===== src/rtl/seq_magnitude_comparator_pkg.sv =====
// cmp_pkg: shared definitions for the sequential magnitude comparator.
//   state_e    - FSM state encoding (2 bits)
//   idx_width  - width of the slice index counter, clog2(n) with a minimum of 1
package cmp_pkg;

  typedef enum logic [1:0] {
    S_IDLE = 2'd0,
    S_CMP  = 2'd1,
    S_DONE = 2'd2
  } state_e;

  function automatic int idx_width(input int n);
    int w;
    w = 1;
    while ((1 << w) < n) w++;
    return w;
  endfunction

endpackage


===== src/rtl/seq_magnitude_comparator_chunk.sv =====
// chunk_comparator: combinational W-bit unsigned magnitude comparator.
//   a, b  - W-bit operands
//   lt    - a < b
//   eq    - a == b
//   gt    - a > b
// Exactly one output is high for any input pair.
module chunk_comparator #(
  parameter int W = 8
) (
  input  logic [W-1:0] a,
  input  logic [W-1:0] b,
  output logic         lt,
  output logic         eq,
  output logic         gt
);

  assign lt = (a < b);
  assign eq = (a == b);
  assign gt = (a > b);

endmodule


===== src/rtl/seq_magnitude_comparator.sv =====
// seq_magnitude_comparator: multi-cycle signed/unsigned magnitude comparator.
// Walks the captured operands one CHUNK-bit slice per cycle, MS slice first.
//   clk, rst_n          - clock (rising edge), asynchronous active-low reset
//   start               - request, sampled only while idle
//   signed_mode         - two's complement compare when 1 (captured with start)
//   a, b                - WIDTH-bit operands (captured with start)
//   busy                - high whenever a compare is in flight (state != IDLE)
//   done                - one-cycle pulse, new result on lt/eq/gt
//   lt, eq, gt          - registered result, held until the next completion
module seq_magnitude_comparator
  import cmp_pkg::*;
#(
  parameter int WIDTH      = 32,
  parameter int CHUNK      = 8,
  parameter int EARLY_EXIT = 1
) (
  input  logic             clk,
  input  logic             rst_n,
  input  logic             start,
  input  logic             signed_mode,
  input  logic [WIDTH-1:0] a,
  input  logic [WIDTH-1:0] b,
  output logic             busy,
  output logic             done,
  output logic             lt,
  output logic             eq,
  output logic             gt
);

  localparam int NCHUNK = WIDTH / CHUNK;
  localparam int IW     = idx_width(NCHUNK);

  state_e           state_q, state_d;
  logic [WIDTH-1:0] a_q, a_d, b_q, b_d;
  logic             sm_q, sm_d;
  logic [IW-1:0]    idx_q, idx_d;
  // Sticky first-difference record, only ever set when EARLY_EXIT=0.
  logic             diff_q, diff_d;
  logic             dlt_q, dlt_d;
  logic             dgt_q, dgt_d;
  logic             lt_q, lt_d, eq_q, eq_d, gt_q, gt_d;

  // Slice mux. Flipping the sign bit maps two's complement order onto
  // unsigned order; it only lands in slice 0 since that holds bit WIDTH-1.
  logic [WIDTH-1:0] msb_mask, a_eff, b_eff;
  logic [CHUNK-1:0] a_sl, b_sl;
  logic             c_lt, c_eq, c_gt;
  logic             last;

  always_comb begin
    msb_mask          = '0;
    msb_mask[WIDTH-1] = sm_q;
    a_eff             = a_q ^ msb_mask;
    b_eff             = b_q ^ msb_mask;
    a_sl = CHUNK'(a_eff >> ((NCHUNK - 1 - int'(idx_q)) * CHUNK));
    b_sl = CHUNK'(b_eff >> ((NCHUNK - 1 - int'(idx_q)) * CHUNK));
  end

  chunk_comparator #(.W(CHUNK)) u_chunk (
    .a  (a_sl),
    .b  (b_sl),
    .lt (c_lt),
    .eq (c_eq),
    .gt (c_gt)
  );

  assign last = (idx_q == IW'(NCHUNK - 1));

  always_comb begin
    state_d = state_q;
    a_d     = a_q;
    b_d     = b_q;
    sm_d    = sm_q;
    idx_d   = idx_q;
    diff_d  = diff_q;
    dlt_d   = dlt_q;
    dgt_d   = dgt_q;
    lt_d    = lt_q;
    eq_d    = eq_q;
    gt_d    = gt_q;
    unique case (state_q)
      S_IDLE: begin
        if (start) begin
          a_d     = a;
          b_d     = b;
          sm_d    = signed_mode;
          idx_d   = '0;
          diff_d  = 1'b0;
          dlt_d   = 1'b0;
          dgt_d   = 1'b0;
          state_d = S_CMP;
        end
      end
      S_CMP: begin
        if (((EARLY_EXIT != 0) && !c_eq) || last) begin
          // An earlier recorded difference always wins over this slice.
          lt_d    = diff_q ? dlt_q : c_lt;
          gt_d    = diff_q ? dgt_q : c_gt;
          eq_d    = !diff_q && c_eq;
          state_d = S_DONE;
        end else begin
          idx_d = idx_q + 1'b1;
          if (!diff_q && !c_eq) begin
            diff_d = 1'b1;
            dlt_d  = c_lt;
            dgt_d  = c_gt;
          end
        end
      end
      S_DONE:  state_d = S_IDLE;
      default: state_d = S_IDLE;
    endcase
  end

  always_ff @(posedge clk or negedge rst_n) begin
    if (!rst_n) begin
      state_q <= S_IDLE;
      a_q     <= '0;
      b_q     <= '0;
      sm_q    <= 1'b0;
      idx_q   <= '0;
      diff_q  <= 1'b0;
      dlt_q   <= 1'b0;
      dgt_q   <= 1'b0;
      lt_q    <= 1'b0;
      eq_q    <= 1'b0;
      gt_q    <= 1'b0;
    end else begin
      state_q <= state_d;
      a_q     <= a_d;
      b_q     <= b_d;
      sm_q    <= sm_d;
      idx_q   <= idx_d;
      diff_q  <= diff_d;
      dlt_q   <= dlt_d;
      dgt_q   <= dgt_d;
      lt_q    <= lt_d;
      eq_q    <= eq_d;
      gt_q    <= gt_d;
    end
  end

  assign busy = (state_q != S_IDLE);
  assign done = (state_q == S_DONE);
  assign lt   = lt_q;
  assign eq   = eq_q;
  assign gt   = gt_q;

endmodule


===== config.mk =====
export PLATFORM = sky130hd
export DESIGN_NAME = seq_magnitude_comparator
export DESIGN_NICKNAME = d
export VERILOG_FILES = /design/src/rtl/seq_magnitude_comparator_pkg.sv /design/src/rtl/seq_magnitude_comparator_chunk.sv /design/src/rtl/seq_magnitude_comparator.sv
export SDC_FILE = /design/constraint.sdc
export NUM_CORES = 1
export LEC_CHECK = 0
export CAP_MARGIN = 25
export CORE_ASPECT_RATIO = 1.1
export CORE_UTILIZATION = 46
export CTS_CLUSTER_DIAMETER = 120
export DETAILED_ROUTE_END_ITERATION = 6
export PLACE_DENSITY = 0.79
export SYNTH_ARGS = -nofsm -noshare
export SYNTH_HDL_FRONTEND = slang
export SYNTH_HIERARCHICAL = 1
export SYNTH_SLANG_ARGS = --single-unit

===== constraint.sdc =====
create_clock -name clk -period 2.6 [get_ports clk]
set_input_delay 0.65 -clock clk [delete_from_list [all_inputs] [get_ports clk]]
set_output_delay 0.65 -clock clk [all_outputs]
set_load 0.1 [all_outputs]

=== After elaboration in Yosys (flattened, before gate mapping) ===
Cells that the tools add are included.

* Output and inout port bits: 5
* Flip-flop bits (word level): 75
* Logic and storage cells: 58

* Shift operators: 2
* Muxes and demuxes: 18
* Eq/ne operators: 8
* Bitwise logic cells: 2
* Add/subtract/negate cells: 2
* Magnitude comparators: 2
* Reduce and logical (&&, ||, !) cells: 13

{| class="wikitable"
|+ Operators with widths
! cell !! count
|-
| $shr 32x32->8 || 2
|-
| $xor 32x32->32 || 2
|-
| $mux 1 || 9
|-
| $eq 8x8->1 || 1
|-
| $gt 8x8->1 || 1
|-
| $lt 8x8->1 || 1
|-
| $mux 2 || 4
|-
| $ne 2x2->1 const B || 4
|-
| $pmux 2 s2 || 2
|-
| $pmux 1 s2 || 3
|-
| $reduce_and 2->1 || 3
|-
| $eq 2x2->1 const B || 2
|-
| $reduce_and 4->1 || 1
|-
| $reduce_bool 2->1 || 2
|-
| $reduce_and 3->1 || 1
|-
| $sub 2x2->3 const A || 1
|-
| $add 2x1->2 const B || 1
|-
| $eq 2x1->1 const B || 1
|-
| $logic_and 1x1->1 || 2
|-
| $logic_not 1->1 || 2
|-
| $logic_not 2->1 || 1
|-
| $logic_or 1x1->1 || 1
|}

=== Logic depth before layout (Yosys ltp) ===
* Depth in word-level cells: 8
* Gate-level depth with buffers: 11

=== Cells and area by module ===
The synthesis kept the hierarchy.

{| class="wikitable"
|+ By module, submodules not included
! module !! cells an instance !! area each (µm²) !! instances !! seq. area each (µm²)
|-
| seq_magnitude_comparator || 199 || 3379.5 || 1 || 1876.8
|-
| chunk_comparator || 29 || 225.2 || 1 || 0.0
|}

=== Worst setup path before layout ===
OpenSTA, ideal clock, no wires.

* Kind: reg-to-reg
* Start: register idx_q[0]
* End: register gt_q (netlist: gt)
* Stages on the path, launching flop included: 12
* Buffers on the path: 2
* Setup time: 0.125 ns
* Clock period less this slack: 2.634 ns
* Arrival time: 2.508 ns
* Path slack: -0.034 ns
* Path through: dfrtp_1 buf_4 buf_4 mux4_2 inv_1 ha_1 nor2b_4 o211ai_2 a21oi_2 o21ba_1 mux2_2 mux2_2

* Elaborated cells on any way between the ends: 10
* Those cells by class: add/sub: 1; order compare: 1; eq/ne: 2; shift: 2; mux: 1; reduce/logical: 3

{| class="wikitable"
|+ RTL lines
! what !! RTL line !! source
|-
| from (decl) || seq_magnitude_comparator.sv:36 || <nowiki>logic [IW-1:0] idx_q, idx_d;</nowiki>
|-
| from (signal assigned) || seq_magnitude_comparator.sv:133 || <nowiki>idx_q <= idx_d;</nowiki>
|-
| $sub 2x2->3 || seq_magnitude_comparator.sv:56 || <nowiki>b_sl = CHUNK'(b_eff >> ((NCHUNK - 1 - int'(idx_q)) * CHUNK));</nowiki>
|-
| $shr 32x32->8 || seq_magnitude_comparator.sv:56 ||
|-
| named net b_sl[1] || seq_magnitude_comparator.sv:46 || <nowiki>logic [CHUNK-1:0] a_sl, b_sl;</nowiki>
|-
| $gt 8x8->1 || seq_magnitude_comparator_chunk.sv:19 || <nowiki>assign gt = (a > b);</nowiki>
|-
| named net c_gt || seq_magnitude_comparator.sv:47 || <nowiki>logic c_lt, c_eq, c_gt;</nowiki>
|-
| $mux 1 || seq_magnitude_comparator.sv:98 || <nowiki>gt_d = diff_q ? dgt_q : c_gt;</nowiki>
|-
| to (signal assigned) || seq_magnitude_comparator.sv:139 || <nowiki>gt_q <= gt_d;</nowiki>
|-
| to (decl) || seq_magnitude_comparator.sv:41 || <nowiki>logic lt_q, lt_d, eq_q, eq_d, gt_q, gt_d;</nowiki>
|}

The timed path passes the listed nets, and every way through them passes these cells.
A chain may end at the register's enable or synchronous reset.

=== Final worst setup path ===
* Start: register idx_q[0]
* End: register gt_q (netlist: gt)

* Longest elaborated chain between the ends: 6
* Elaborated cells on any way between the ends: 10
* Those cells by class: add/sub: 1; order compare: 1; eq/ne: 2; shift: 2; mux: 1; reduce/logical: 3

{| class="wikitable"
|+ Ends and longest elaborated chain
! what !! RTL line !! source
|-
| $sub 2x2->3 || seq_magnitude_comparator.sv:55 || <nowiki>a_sl = CHUNK'(a_eff >> ((NCHUNK - 1 - int'(idx_q)) * CHUNK));</nowiki>
|-
| $shr 32x32->8 || seq_magnitude_comparator.sv:55 ||
|-
| named net a_sl[6] || seq_magnitude_comparator.sv:46 ||
|-
| $eq 8x8->1 || seq_magnitude_comparator_chunk.sv:18 || <nowiki>assign eq = (a == b);</nowiki>
|-
| named net c_eq || seq_magnitude_comparator.sv:47 ||
|-
| $logic_not 1->1 || seq_magnitude_comparator.sv:95 || <nowiki>if (((EARLY_EXIT != 0) && !c_eq) || last) begin</nowiki>
|-
| $logic_or 1x1->1 || seq_magnitude_comparator.sv:95 ||
|-
| $reduce_and 2->1 (no line) || - ||
|}

The timed path passes the listed nets, and every way through them passes these cells.

==> results.txt <==
- The flow ran to the end, and the final reports show no timing, DRC or antenna violations.
- The tightest min-delay check is of the in -> async type.
* Total of flip-flops plus latches after synthesis: 75
* Deepest level of the CTS H-tree: 3
- The first detailed-routing pass took 4 iterations.
* Non-filler instance count after layout: between 400 and 500
- Detail Route Antenna Nets: 0
- Setup slack on the worst flop-to-flop path: 80 ps
- Area share of the leading cell type in the synthesized netlist: 0.521
- The most used flip-flop cell after synthesis is dfrtp_1.
* GRT Overall Usage: 0.186
* Combinational share of power: 0.367
- Depth of the most critical reg-to-reg path: 8
* Filler instances: 609
- Count of pins over their slew limit: 0
- Multi-input combinational cell area: 1590 sq um
- The largest single stage delay on the critical path is ~500 ps.
- Worst rel slew slack: 0.394
- Across the VDD grid, the largest voltage drop is 0.450 mV.
* Total clock buffers created by CTS: 9
- After technology mapping, the gate count stands at 228.
- The floorplan step set the die width to 86.4 um.
* Total area of sequential cells: 1880 sq um
* Sequential share of power: 0.414
* Boundary pin count: 73
- Count of final hold-check violations: 0
* Sum of negative setup slack: 0 ps
* Antenna violations before repair: 0
* Internal cell power: just under 0.003 W
- Clock latency at the later pin of the worst-skew pair: 350 ps
- In the final layout, the share of cells above drive strength 1 is 0.400.
- The largest total area in the synthesized netlist belongs to dfrtp_1.
- Static timing analysis puts the maximum clock frequency at a little under 0.4 GHz.
- Crit path arrival time: 2760 ps
- DR DRC count: 0
* Post-synthesis cell type count: 30
- Total congestion overflow: 0
* Initial DRC count: 65
* Synthesized cell area: 3600 sq um
- Setup repair after global routing missed its margin: yes
* P&R area growth vs syn: 30.7%
- CTS hold repair buffers: 0
- Counting flops with an async set or reset pin after synthesis yields a share of 1.00.
* Core Rows: 33
- The startpoint identified for the worst register-to-register timing path is idx_q[0].
* Dominant cells by area after synthesis: dfrtp_1 52%, mux2_2 16%, mux4_2 10%
* Final wirelength: approximately 6800 um
- Pin count of the biggest net entering global routing: 76
- Deepest clock path buffer count: 2
- Wire length of the first global-routing pass: between 10,000 and 15,000 um
* Number of enable-type register cells in the synthesized netlist: 0
- Summing all placed instances gives a cell area of 4440 sq um.
- Setup violations remaining at the end of the flow were counted as 0.
- Startpoint kind of the worst setup timing path: flop
- At the end of the flow, the number of nets in the layout was 387.
- The tool flagged a number of max-cap violations equal to 0.
- Critical Path Sink Type: flop
- Detailed placement HPWL: around 5000 um
- Initial core utilization: 0.480
- Critical path capture point: gt
- Counting tap cells, the placed design contains a total of around 400 instances.
* Routed vias/inst: a little over 5
- Leakage component of the power: 1.97 nW
- In this run the clock root is driven by a clkbuf_8.
* Antenna diodes: 0
- STA puts the critical path data required time at 2840 ps.
- The total area inside the core boundary comes to 7510 sq um.
- Global placement routability congestion: roughly 0.81
- Ratio of final minimum period to clock period: 0.971
* Clock network fraction of total power: 0.219
- Clock tree from TritonCTS: built
- Kind of critical path: reg -> reg
- Clk pin slew, worst setup/hold paths: ~70 ps
* Fraction of power spent switching nets: 0.310
- Final instance area: ~4700 sq um
- A synthesized cell averages 15.8 sq um.
* Quantity of I/O buffers inserted on ports: 72
- After detailed routing, the average wire length per cell comes to between 15 and 20 um.
* Power density over the cells: 910 nW/um^2
- Subtracting the final worst setup slack from the clock period gives 2520 ps.
* Leading cell types by count after synthesis: 75 x dfrtp_1, 52 x mux2_2, 17 x mux2_4
- In this run the power spent charging and discharging nets is 0.00133 W.
- Synthesis produced a netlist with a net count of 305.
* Yosys Warn Count: 6
* Clock sink count: 75
* Number of vias after detailed routing: about 2.1k
- Of all nets on the critical path, the largest fanout is 7.
- For this run, the register share of the synthesized area comes to 0.521.
- In this run the vertical extent of the chip is 94.8 um.
- Worst clock skew: 5.86 ps
- The floorplan step defined a die boundary enclosing 8200 sq um.
- The slowest stage of the critical path is the mux4_2 cell.
- Cell-by-cell trace of the critical path: buf_8 -> mux4_2 -> ha_1 -> nand4_2 -> nor2_2 -> nor2b_1 -> nor2_1 -> mux2_2
* Start point of the critical path: idx_q[0]
- Transition at the pin with the smallest max-transition slack: 909 ps
* Number of global-route vias before repair: 2,325
- FF-to-FF End: gt
- Most repeated cell in the gate-level netlist after synthesis: dfrtp_1
[placed cells by master, fill, tap and decap left out, types with 2 or more instances in the layout]
cell,n
o21ai_1,3
nand2_1,3
nor2_1,3
nand2b_1,2
clkdlybuf4s50_1,66
inv_1,10
mux2_2,52
nor2b_1,5
a21oi_1,4
clkbuf_8,12
mux2_4,17
buf_4,10
buf_12,4
xor2_1,2
ha_1,8
mux4_2,16
clkinvlp_4,2
dfrtp_1,74
[logic make-up (layout without fill, tap and decap cells)]
group | Yosys count | in the layout | synth area share
flops | 75 | 75 | 0.521
xor+xnor | 2 | 2 | 0.00486
compound gates | 14 | 14 | 0.0260
fa+ha+maj | 9 | 9 | 0.0312
mux | 86 | 86 | 0.336
simple gates | 20 | 20 | 0.0392
buf+inv | 22 | 109 | 0.0420
[stage by stage]
stage	hold WS [ps]	utilization	total power (W)	worst slack (ps)
after CTS	465	0.620	0.00429	13.0
after global routing	492	0.627	0.00452	-30.0
final	421	0.627	0.00429	75.6
after floorplan	354	-	0.00293	9.37
after detailed placement	494	0.591	0.00334	33.9
after global placement	480	0.591	0.00328	92.9
[critical path, delay by kind of cell, from the launching register on]
kind,cells,cell delay (ps)
flip-flops,1,440
adder cells (fa/ha/maj),1,340
multiplexers,2,880
buffers and inverters,1,160
AND/OR/NAND/NOR,4,600
[worst min-delay path by stage]
stage / start / end / depth (start not counted)
2_1_floorplan: rst_n / a_q[0] / 0
3_5_place_dp: b_q[7] / b_q[7] / 1
4_1_cts: rst_n / a_q[23] / 1
3_3_place_gp: dlt_q / dlt_q / 1
6_report: rst_n / a_q[23] / 1
5_1_grt: rst_n / a_q[31] / 1
[flip-flops by register name, indices dropped and copies added (netlist names), 2 cells and up]
name,count
b_q,32
a_q,32
idx_q,2
state_q,2
[area by class of cell]
type | instances | area share
multi-input combinational | 131 | 0.338
inverter | 11 | 0.00876
tap | 105 | 0.0279
sequential | 75 | 0.399
clock buffer | 13 | 0.0358
timing repair buffer | 82 | 0.182
clock inverter | 3 | 0.00956
[per-layer routing]
layer  vias to the layer above  track usage  part of all wire
li1                        995            -                 -
met1                      1078        0.222              0.41
met2                        42        0.324              0.53
met3                        10       0.0367             0.034
met4                         0       0.0875             0.020
met5                         -            0                 0
[power by group through the flow]
stage	clock (W)	combinational [W]	sequential [W]
4_1_cts	0.000958	0.00156	0.00178
2_1_floorplan	0	0.00112	0.00182
3_3_place_gp	0	0.00150	0.00178
3_5_place_dp	0	0.00155	0.00180
5_1_grt	0.00101	0.00169	0.00182
6_report	0.000939	0.00158	0.00177
[timing repair]
action | CTS | global route
endpoints found under the hold margin | 0 | 0
setup buffers | 0 | 1
gates resized for setup | 0 | 9
endpoints found under the setup margin | 0 | 4
Note: power is estimated with default switching activity, not from simulation.
